<file path="config.mk">
export PLATFORM = sky130hd
export DESIGN_NAME = alu_result_stage
export DESIGN_NICKNAME = d
export VERILOG_FILES = /design/src/rtl/alu_result_stage_pkg.sv /design/src/rtl/alu_result_stage_cond.sv /design/src/rtl/alu_result_stage.sv
export SDC_FILE = /design/constraint.sdc
export NUM_CORES = 1
export LEC_CHECK = 0
export CORE_MARGIN = 2
export CORE_UTILIZATION = 33
export DETAILED_ROUTE_END_ITERATION = 8
export GPL_ROUTABILITY_DRIVEN = 0
export PLACE_DENSITY = 0.77
export SETUP_SLACK_MARGIN = 0.5
export SLEW_MARGIN = 30
export SYNTH_ARGS = -nofsm -noshare
export SYNTH_HDL_FRONTEND = slang
export SYNTH_HIERARCHICAL = 1
export SYNTH_SLANG_ARGS = --single-unit
</file>
<file path="constraint.sdc">
create_clock -name clk -period 2.46 [get_ports clk]
set_input_delay 0.369 -clock clk [delete_from_list [all_inputs] [get_ports clk]]
set_output_delay 0.369 -clock clk [all_outputs]
set_load 0.05 [all_outputs]
</file>
<file path="src/rtl/alu_result_stage_pkg.sv">
// Shared definitions for the ALU result stage.
//   - alu_op_e : ALU operation select {S1,S0}
//   - cond_e   : ifun condition codes used by cnd evaluation
//   - cc_t     : condition-code register layout
//   - CcReset  : condition-code reset value (ZF=1, SF=0, OF=0, CF=0)
// Optional feature macro: ALU_RESULT_STAGE_CARRY_FLAG_EN adds a CF bit to cc_t.
package alu_result_stage_pkg;

    typedef enum logic [1:0] {
        OpAdd = 2'b00,
        OpSub = 2'b01,
        OpAnd = 2'b10,
        OpXor = 2'b11
    } alu_op_e;

    typedef enum logic [3:0] {
        CondAlways = 4'd0,
        CondLe     = 4'd1,
        CondL      = 4'd2,
        CondE      = 4'd3,
        CondNe     = 4'd4,
        CondGe     = 4'd5,
        CondG      = 4'd6,
        CondB      = 4'd8,
        CondAe     = 4'd9
    } cond_e;

`ifdef ALU_RESULT_STAGE_CARRY_FLAG_EN
    typedef struct packed {
        logic cf;
        logic zf;
        logic sf;
        logic of;
    } cc_t;

    localparam cc_t CcReset = '{cf: 1'b0, zf: 1'b1, sf: 1'b0, of: 1'b0};
`else
    typedef struct packed {
        logic zf;
        logic sf;
        logic of;
    } cc_t;

    localparam cc_t CcReset = '{zf: 1'b1, sf: 1'b0, of: 1'b0};
`endif

endpackage

</file>
<file path="src/rtl/alu_result_stage_cond.sv">
// cc_cond_eval: combinational branch/cmov condition evaluator.
// Ports:
//   ifun        in  condition function select (cond_e encoding)
//   zf, sf, of  in  condition-code flags
//   cf          in  carry flag (only with ALU_RESULT_STAGE_CARRY_FLAG_EN)
//   cnd         out condition outcome
// Optional feature macro: ALU_RESULT_STAGE_CARRY_FLAG_EN enables ifun 8 (b) and 9 (ae).
module cc_cond_eval
    import alu_result_stage_pkg::*;
(
    input  logic [3:0] ifun,
    input  logic       zf,
    input  logic       sf,
    input  logic       of,
`ifdef ALU_RESULT_STAGE_CARRY_FLAG_EN
    input  logic       cf,
`endif
    output logic       cnd
);

    logic lt;

    // Signed "less than" from the last compare.
    assign lt = sf ^ of;

    always_comb begin
        cnd = 1'b0;
        case (ifun)
            CondAlways: cnd = 1'b1;
            CondLe:     cnd = lt | zf;
            CondL:      cnd = lt;
            CondE:      cnd = zf;
            CondNe:     cnd = ~zf;
            CondGe:     cnd = ~lt;
            CondG:      cnd = ~lt & ~zf;
`ifdef ALU_RESULT_STAGE_CARRY_FLAG_EN
            CondB:      cnd = cf;
            CondAe:     cnd = ~cf;
`endif
            default:    cnd = 1'b0;
        endcase
    end

endmodule

</file>
<file path="src/rtl/alu_result_stage.sv">
// alu_result_stage: execute-stage back end behind the ALU.
// Registers valE, keeps the ZF/SF/OF condition-code register, evaluates cnd against the
// CC value held before the current transaction, and presents the result downstream over a
// valid/ready handshake with one cycle of latency and no bubbles when streaming.
// Ports:
//   clk, rst               clock, synchronous active-high reset
//   in_valid / in_ready    upstream handshake (in_ready is combinational)
//   alu_out                ALU result, bit DATA_W is carry/borrow
//   a_in, b_in, alu_op     operands and op select as seen by the ALU
//   set_cc                 update CC with this transaction's flags
//   ifun                   condition function for cnd
//   out_valid / out_ready  downstream handshake
//   val_e, cnd             registered result and condition
//   zf, sf, of (cf)        current CC register
//   op_count               saturating count of output handshakes
// Optional feature macro: ALU_RESULT_STAGE_CARRY_FLAG_EN adds the cf output and ifun 8/9.
module alu_result_stage
    import alu_result_stage_pkg::*;
#(
    parameter int unsigned DATA_W = 64,
    parameter int unsigned CNT_W  = 32
) (
    input  logic              clk,
    input  logic              rst,
    input  logic              in_valid,
    output logic              in_ready,
    input  logic [DATA_W:0]   alu_out,
    input  logic [DATA_W-1:0] a_in,
    input  logic [DATA_W-1:0] b_in,
    input  logic [1:0]        alu_op,
    input  logic              set_cc,
    input  logic [3:0]        ifun,
    output logic              out_valid,
    input  logic              out_ready,
    output logic [DATA_W-1:0] val_e,
    output logic              cnd,
    output logic              zf,
    output logic              sf,
    output logic              of,
`ifdef ALU_RESULT_STAGE_CARRY_FLAG_EN
    output logic              cf,
`endif
    output logic [CNT_W-1:0]  op_count
);

    logic              out_valid_q;
    logic [DATA_W-1:0] val_e_q;
    logic              cnd_q;
    cc_t               cc_q;
    cc_t               cc_new;
    logic [CNT_W-1:0]  op_count_q;
    logic              accept;
    logic              fire;
    logic              cnd_next;
    logic [DATA_W-1:0] r;
    logic              a_msb;
    logic              b_msb;
    logic              r_msb;

    // Only the operand sign bits feed the overflow logic.
`ifdef ALU_RESULT_STAGE_CARRY_FLAG_EN
    logic unused_bits;
    assign unused_bits = ^{a_in[DATA_W-2:0], b_in[DATA_W-2:0]};
`else
    logic unused_bits;
    assign unused_bits = ^{alu_out[DATA_W], a_in[DATA_W-2:0], b_in[DATA_W-2:0]};
`endif

    assign in_ready = ~out_valid_q | out_ready;
    assign accept   = in_valid & in_ready;
    assign fire     = out_valid_q & out_ready;

    assign r     = alu_out[DATA_W-1:0];
    assign a_msb = a_in[DATA_W-1];
    assign b_msb = b_in[DATA_W-1];
    assign r_msb = r[DATA_W-1];

    // Flags produced by the transaction currently on the inputs.
    always_comb begin
        cc_new    = CcReset;
        cc_new.zf = (r == '0);
        cc_new.sf = r_msb;
        cc_new.of = 1'b0;
        case (alu_op_e'(alu_op))
            OpAdd: begin
                cc_new.of = (a_msb == b_msb) && (r_msb != a_msb);
`ifdef ALU_RESULT_STAGE_CARRY_FLAG_EN
                cc_new.cf = alu_out[DATA_W];
`endif
            end
            OpSub: begin
                cc_new.of = (a_msb != b_msb) && (r_msb != a_msb);
`ifdef ALU_RESULT_STAGE_CARRY_FLAG_EN
                // ALU carry-out of A + ~B + 1 is high when there is no borrow.
                cc_new.cf = ~alu_out[DATA_W];
`endif
            end
            default: begin
                cc_new.of = 1'b0;
            end
        endcase
    end

    // Condition sees the CC before this transaction's own update.
    cc_cond_eval u_cond (
        .ifun (ifun),
        .zf   (cc_q.zf),
        .sf   (cc_q.sf),
        .of   (cc_q.of),
`ifdef ALU_RESULT_STAGE_CARRY_FLAG_EN
        .cf   (cc_q.cf),
`endif
        .cnd  (cnd_next)
    );

    always_ff @(posedge clk) begin
        if (rst) begin
            out_valid_q <= 1'b0;
            val_e_q     <= '0;
            cnd_q       <= 1'b0;
            cc_q        <= CcReset;
            op_count_q  <= '0;
        end else begin
            if (accept) begin
                out_valid_q <= 1'b1;
                val_e_q     <= r;
                cnd_q       <= cnd_next;
                if (set_cc) begin
                    cc_q <= cc_new;
                end
            end else if (fire) begin
                out_valid_q <= 1'b0;
            end
            if (fire && (op_count_q != '1)) begin
                op_count_q <= op_count_q + CNT_W'(1);
            end
        end
    end

    assign out_valid = out_valid_q;
    assign val_e     = val_e_q;
    assign cnd       = cnd_q;
    assign zf        = cc_q.zf;
    assign sf        = cc_q.sf;
    assign of        = cc_q.of;
`ifdef ALU_RESULT_STAGE_CARRY_FLAG_EN
    assign cf        = cc_q.cf;
`endif
    assign op_count  = op_count_q;

endmodule

</file>
==> results of run 1 <==
## power groups by stage
stage | Clock [mW] | Combinational, mW | Sequential (mW)
after floorplan | 0 | 0.156 | 1.99
after global placement | 0 | 0.709 | 1.76
after detailed placement | 0 | 0.719 | 1.76
after CTS | 1.41 | 0.723 | 1.72
after global routing | 1.47 | 0.764 | 1.73
final | 1.37 | 0.725 | 1.72
## synth_stat cells (all sizes together), types with 2 or more instances
library cell,number
a211oi,4
a21o,6
a21oi,84
a311oi,2
and2,5
and3,6
and4,4
and4bb,2
buf,2
clkbuf,25
dfxtp,101
inv,8
mux2i,4
nand2,145
nand2b,3
nand3,18
nand4,15
nor2,23
nor2b,6
nor3,4
nor4,22
o2111ai,2
o21ai,11
o31ai,2
or3,7
or4,9
xnor2,8
xor2,5
## cells by family after synthesis
group	Yosys count	synth area share
and+or+nand+nor	271	0.314
AOI/OAI and AO/OA	114	0.147
DFF	101	0.467
buffers and inverters	35	0.0306
xor gates and xnor gates	13	0.0263
muxes	5	0.0118
adders and majority gates	1	0.00289
## layout make-up
cell class | count | area share
Timing Repair Buffer | 195 | 0.286
Tap cell | 172 | 0.0312
Sequential cell | 101 | 0.304
Multi-Input combinational cell | 404 | 0.333
Clock buffer | 10 | 0.0347
Clock inverter | 6 | 0.00653
Inverter | 8 | 0.00435
## sequential cells by signal, indices dropped and copies added, names as in the netlist
signal and count:
cnd 1, of 1, op_count 32, out_valid 1, sf 1, val_e 64
zf 1
## timing repair
action / CTS / global route
buffers inserted: 3 / 7
pin swaps: 2 / 12
endpoints found under the setup margin: 21 / 31
gates resized for setup: 15 / 27
## worst max-delay path: stages (launching register included)
cell,delay [ns]
dfxtp_4,0.37
nand3_1,0.14
or2_4,0.31
or4_4,0.56
buf_4,0.17
o21ai_0,0.15
a21oi_1,0.09
## worst min-delay path by stage
| stage | cells after the start | slack, ns | end | startpoint |
|---|---|---|---|---|
| floorplan | 2 | 0.49 | out_valid$_SDFFE_PP0P_ | in_valid |
| global placement | 2 | 0.44 | val_e[53]$_SDFFE_PP0P_ | val_e[53]$_SDFFE_PP0P_ |
| detailed placement | 2 | 0.45 | val_e[34]$_SDFFE_PP0P_ | val_e[34]$_SDFFE_PP0P_ |
| CTS | 2 | 0.46 | op_count[18]$_SDFFE_PP0P_ | rst |
| global route | 2 | 0.47 | val_e[34]$_SDFFE_PP0P_ | val_e[34]$_SDFFE_PP0P_ |
| finish | 2 | 0.45 | val_e[34]$_SDFFE_PP0P_ | val_e[34]$_SDFFE_PP0P_ |
## routing by layer
metal | up-vias | GRT usage | part of all wire
li1 | 2249 | - | -
met4 | 0 | 0.0737 | 0.021
met1 | 2190 | 0.239 | 0.42
met2 | 196 | 0.305 | 0.47
met5 | - | 0 | 0
met3 | 23 | 0.0724 | 0.098
## per-stage QoR
step	power, mW	cell area, um2	setup WS, ns	cells	hold WS (ns)
global route	3.96	6900	0.444	896	0.472
global placement	2.47	6410	0.120	870	0.441
floorplan	2.15	4420	0.502	540	0.491
detailed placement	2.48	6410	0.0841	870	0.446
CTS	3.85	6740	0.502	889	0.456
finish	3.82	6900	0.515	896	0.453
==> results.cfg, run 1 <==
[drt]
dr_total_vias = 4658
ant_nets = 0
routed_via_density = 5.20
routed_wl_um = 14200
wl_per_cell_um = 15.8
drt_first_iter_violations = 381
route.detailed.drc = 0
dr.pass1.iters = 6

[global_routing]
antenna_found_initial = 0
grt_pass1_vias = 4306
grt_usage = 0.193
grt_max_degree = 66
grt_remaining_overflow = 0
grt_pass1_wl_um = 21800

[power]
p_leak_nw = 2.74
p_int_mw = 2.69
clkPwrFrac = 0.360
p_sw_frac = 0.295
power_density_nw_per_um2 = 554
combinationalPowerShare = 0.190
peakVddDrop_uv = 352
p_switching_mw = 1.13
seq_power_share = 0.451

[clocking]
numCtsBuffers = 9
clkSinkCount = 101
clk_latency_ns = 0.35
cts_tree = done
clk_pin_slew_ns = 0.07
root_buffer = clkbuf_16
clockBufferDepth = 2
cts_max_level = 3
hold_buffers = 0

[timing]
finalHoldViolations = 0
skew_ns = 0.00717
min_period_ns = 1.95
setup_viol = 0
tns_ns = 0
rsz0062_at_grt = true
fin_crit_sh = 0.791
fmax_mhz = 514
worstMarginPinSlew_ns = 0.576
slew_viol_final = 0
relSlewSlack = 0.616

[setup_path]
crit_required_ns = 2.67
worstPathArrival_ns = 2.16
regToRegEndpoint = op_count[26]$_SDFFE_PP0P_
rrSetupSlack_ns = 0.51
cp_max_fo = 5
endpoint_kind = flop
reg2reg_from = op_count[22]$_SDFFE_PP0P_
reg2regPathDepth = 6
cp-endpoint = op_count[26]$_SDFFE_PP0P_
start_kind = flop
critPathKind = reg2reg
cp-startpoint = op_count[22]$_SDFFE_PP0P_

[synth]
synth_warnings = 6
syn_area_um2 = 4330
synth-seq-area-share = 0.467
syn_area_per_cell_um2 = 8.02
synth_cell_types = 45
syn_inst = 540
synth_edf_count = 0
synth.ff_latch_count = 101
yosys.area.top_type_share = 0.467
synth_nets = 745
async_flop_share = 0
yosysTopAreaCell = dfxtp_1
synth_area_leaders = dfxtp_1, nand2_1, a21oi_1
synth_flop_cell = dfxtp_1

[placed_design]
portBuffers = 178
dp_hpwl_um = 10300

[hold_path]
hold_path_class = reg2reg

[layout]
num-fill-cells = 1198
mostFrequentLayoutCell = clkdlybuf4s50_1
areaGrowthSynthToFinish_pct = 59.3
antennaDiodeCount = 0
multi_input_area_um2 = 2300
drive_gt1_frac = 0.130
final_cell_mix = clkdlybuf4s50_1, nand2_1, a21oi_1
nNetsFinal = 924
ff_latch_area_um2 = 2090
postLayoutCoreUtil = 0.542

[die]
die_w_um = 119
core_um2 = 12700
die_h_um = 119
dieArea_um2 = 14100
start_util = 0.340
pin_count = 306
num_rows = 41

[run]
cap_violations = 0

[outcome]
status = finished, final reports clean
Note: power is estimated with default switching activity, not from simulation.
==> run 2: changes to the inputs <==
==> constraint.sdc (replaced) <==
create_clock -name clk -period 1.9 [get_ports clk]
set_input_delay 0.285 -clock clk [delete_from_list [all_inputs] [get_ports clk]]
set_output_delay 0.285 -clock clk [all_outputs]
set_load 0.05 [all_outputs]
==> run 2 against run 1 <==
The run now ends with negative setup slack left. Power is 29% higher. Register-to-register slack worse by 0.54 ns. Sequential share of layout area is 2.6 points lower. Setup slack worse by 0.54 ns. Via count is 8.1% higher. Maximum frequency is 0.90% higher. First-iteration DRC count is 0.52% higher. Critical endpoint unchanged. Largest power group unchanged.
==> results.cfg, run 2 (synthesis results as in run 1) <==
[timing]
finalHoldViolations = 0
setup_viol = 4
skew_ns = 0.00528
fin_ws_ns = -0.0278
relSlewSlack = 0.503
slew_viol_final = 0
fmax_mhz = 519
min_period_ns = 1.93
fin_crit_sh = 1.01
hold_ws_ns = 0.180
rsz0062_at_grt = true
worstMarginPinSlew_ns = 0.745
tns_ns = -0.0749

[run]
cap_violations = 0

[drt]
ant_nets = 0
dr_total_vias = 5037
routed_via_density = 5.18
drt_first_iter_violations = 383
route.detailed.drc = 0
dr.pass1.iters = 5
routed_wl_um = 16100
wl_per_cell_um = 16.6

[power]
p_switching_mw = 1.46
p_leak_nw = 3.12
peakVddDrop_uv = 494
combinationalPowerShare = 0.186
power_density_nw_per_um2 = 641
p_int_mw = 3.46
p_sw_frac = 0.297
seq_power_share = 0.450
clkPwrFrac = 0.364

[clocking]
clkSinkCount = 101
hold_buffers = 0
cts_tree = done
root_buffer = clkbuf_16
cts_max_level = 3
clk_pin_slew_ns = 0.07
clockBufferDepth = 2
clk_latency_ns = 0.35
numCtsBuffers = 9

[layout]
largest_register_ffs = 64
mostFrequentLayoutCell = nand2_1
instances_no_fill = 973
antennaDiodeCount = 0
areaGrowthSynthToFinish_pct = 77.3
nNetsFinal = 1001
final_cell_mix = nand2_1, buf_4, a21oi_1
drive_gt1_frac = 0.418

[die]
pin_count = 306
die_h_um = 119
die_w_um = 119
start_util = 0.340
dieArea_um2 = 14100
num_rows = 41
core_um2 = 12700

[setup_path]
start_kind = flop
rrSetupSlack_ns = -0.03
crit_required_ns = 2.17
cp_max_fo = 5
endpoint_kind = flop
regToRegEndpoint = op_count[26]$_SDFFE_PP0P_
critPathKind = reg2reg
reg2reg_from = op_count[11]$_SDFFE_PP0P_
cp-startpoint = op_count[11]$_SDFFE_PP0P_
worstPathArrival_ns = 2.20
reg2regPathDepth = 6

[global_routing]
grt_pass1_wl_um = 25500
use_met1 = 0.276
met3_usage = 0.0700
grt_usage = 0.225
grt_pass1_vias = 4982
grt_max_degree = 69
grt_remaining_overflow = 0
antenna_found_initial = 0
grtUsageMet2 = 0.360
grt.busiest_layer = met2

[hold_path]
min_path_cells = 3
min_from = alu_out[29]
hold_path_class = in2reg
hold_end = val_e[29]$_SDFFE_PP0P_

[outcome]
violations = negative setup slack
status = complete, but fails checks

[placed_design]
placed_cells = 927
dp_hpwl_um = 10900
portBuffers = 178
[run 2: cell types whose count changed in the layout (fill, tap and decap cells not counted), moves of 15 or more]
cell | previous run | this run
buf_2 | 0 | 28
buf_4 | 15 | 88
buf_6 | 0 | 22
clkdlybuf4s15_1 | 0 | 15
clkdlybuf4s15_2 | 0 | 53
clkdlybuf4s50_1 | 153 | 10
dfxtp_4 | 14 | 29
dlygate4sd2_1 | 10 | 31
[run 2: cell type report]
cell class | count | area (um2)
Clock buffer | 12 | 258
Fill cell | 1098 | 5040
Sequential cell | 101 | 2140
Inverter | 8 | 30.0
Clock inverter | 4 | 30.0
Tap cell | 172 | 215
Timing Repair Buffer | 272 | 2420
Multi-Input combinational cell | 404 | 2590
[run 2: metrics by stage]
| stage | setup WS, ns | total power [mW] | util | area (um2) |
|---|---|---|---|---|
| 2_1_floorplan | -0.0225 | 2.76 | - | 4530 |
| 3_3_place_gp | -0.258 | 3.20 | 0.544 | 6920 |
| 3_5_place_dp | -0.295 | 3.22 | 0.544 | 6920 |
| 4_1_cts | -0.00119 | 4.98 | 0.596 | 7580 |
| 5_1_grt | -0.0961 | 5.14 | 0.603 | 7680 |
| 6_report | -0.0278 | 4.92 | 0.603 | 7680 |
[run 2: worst max path at each step]
stage / to / cells after the start
4_1_cts: op_count[26]$_SDFFE_PP0P_ / 6
5_1_grt: op_count[30]$_SDFFE_PP0P_ / 7
3_3_place_gp: op_count[26]$_SDFFE_PP0P_ / 6
3_5_place_dp: op_count[26]$_SDFFE_PP0P_ / 6
2_1_floorplan: op_count[26]$_SDFFE_PP0P_ / 5
6_report: op_count[26]$_SDFFE_PP0P_ / 6
[run 2: power groups by stage]
stage / sequential (mW) / clock [mW] / combinational, mW
3_5_place_dp: 2.26 / 0 / 0.959
2_1_floorplan: 2.56 / 0 / 0.208
3_3_place_gp: 2.26 / 0 / 0.949
5_1_grt: 2.22 / 1.95 / 0.968
6_report: 2.21 / 1.79 / 0.915
4_1_cts: 2.21 / 1.85 / 0.917
[run 2: what timing repair did]
| item | CTS | global route |
|---|---|---|
| buffers inserted | 19 | 11 |
| hold endpoints to repair | 0 | 0 |
| gates resized for setup | 477 | 74 |
| setup endpoints to repair | 186 | 52 |
| pin swaps | 49 | 27 |
[run 2: metal layers]
| layer | part of all wire | vias to the layer above |
|---|---|---|
| met5 | 0 | - |
| met2 | 0.47 | 237 |
| met4 | 0.033 | 0 |
| li1 | - | 2403 |
| met3 | 0.083 | 44 |
| met1 | 0.41 | 2353 |
[run 2: worst max-delay path: stages, from the launching register on]
cell and delay (ns):
dfxtp_4 0.34, and4_4 0.26, nand4_4 0.09, buf_6 0.14
or4_4 0.56, or3_4 0.35, a21oi_2 0.12
==> run 3: changes to the inputs <==
--- a/config.mk
+++ b/config.mk
@@ -5,6 +5,7 @@
 export SDC_FILE = /design/constraint.sdc
 export NUM_CORES = 1
 export LEC_CHECK = 0
+export ABC_CLOCK_PERIOD_IN_PS = 1900
 export CORE_MARGIN = 2
 export CORE_UTILIZATION = 33
 export DETAILED_ROUTE_END_ITERATION = 8
==> results of run 3 <==
No change in the layout: final DEF, timing and power equal those of run 2.
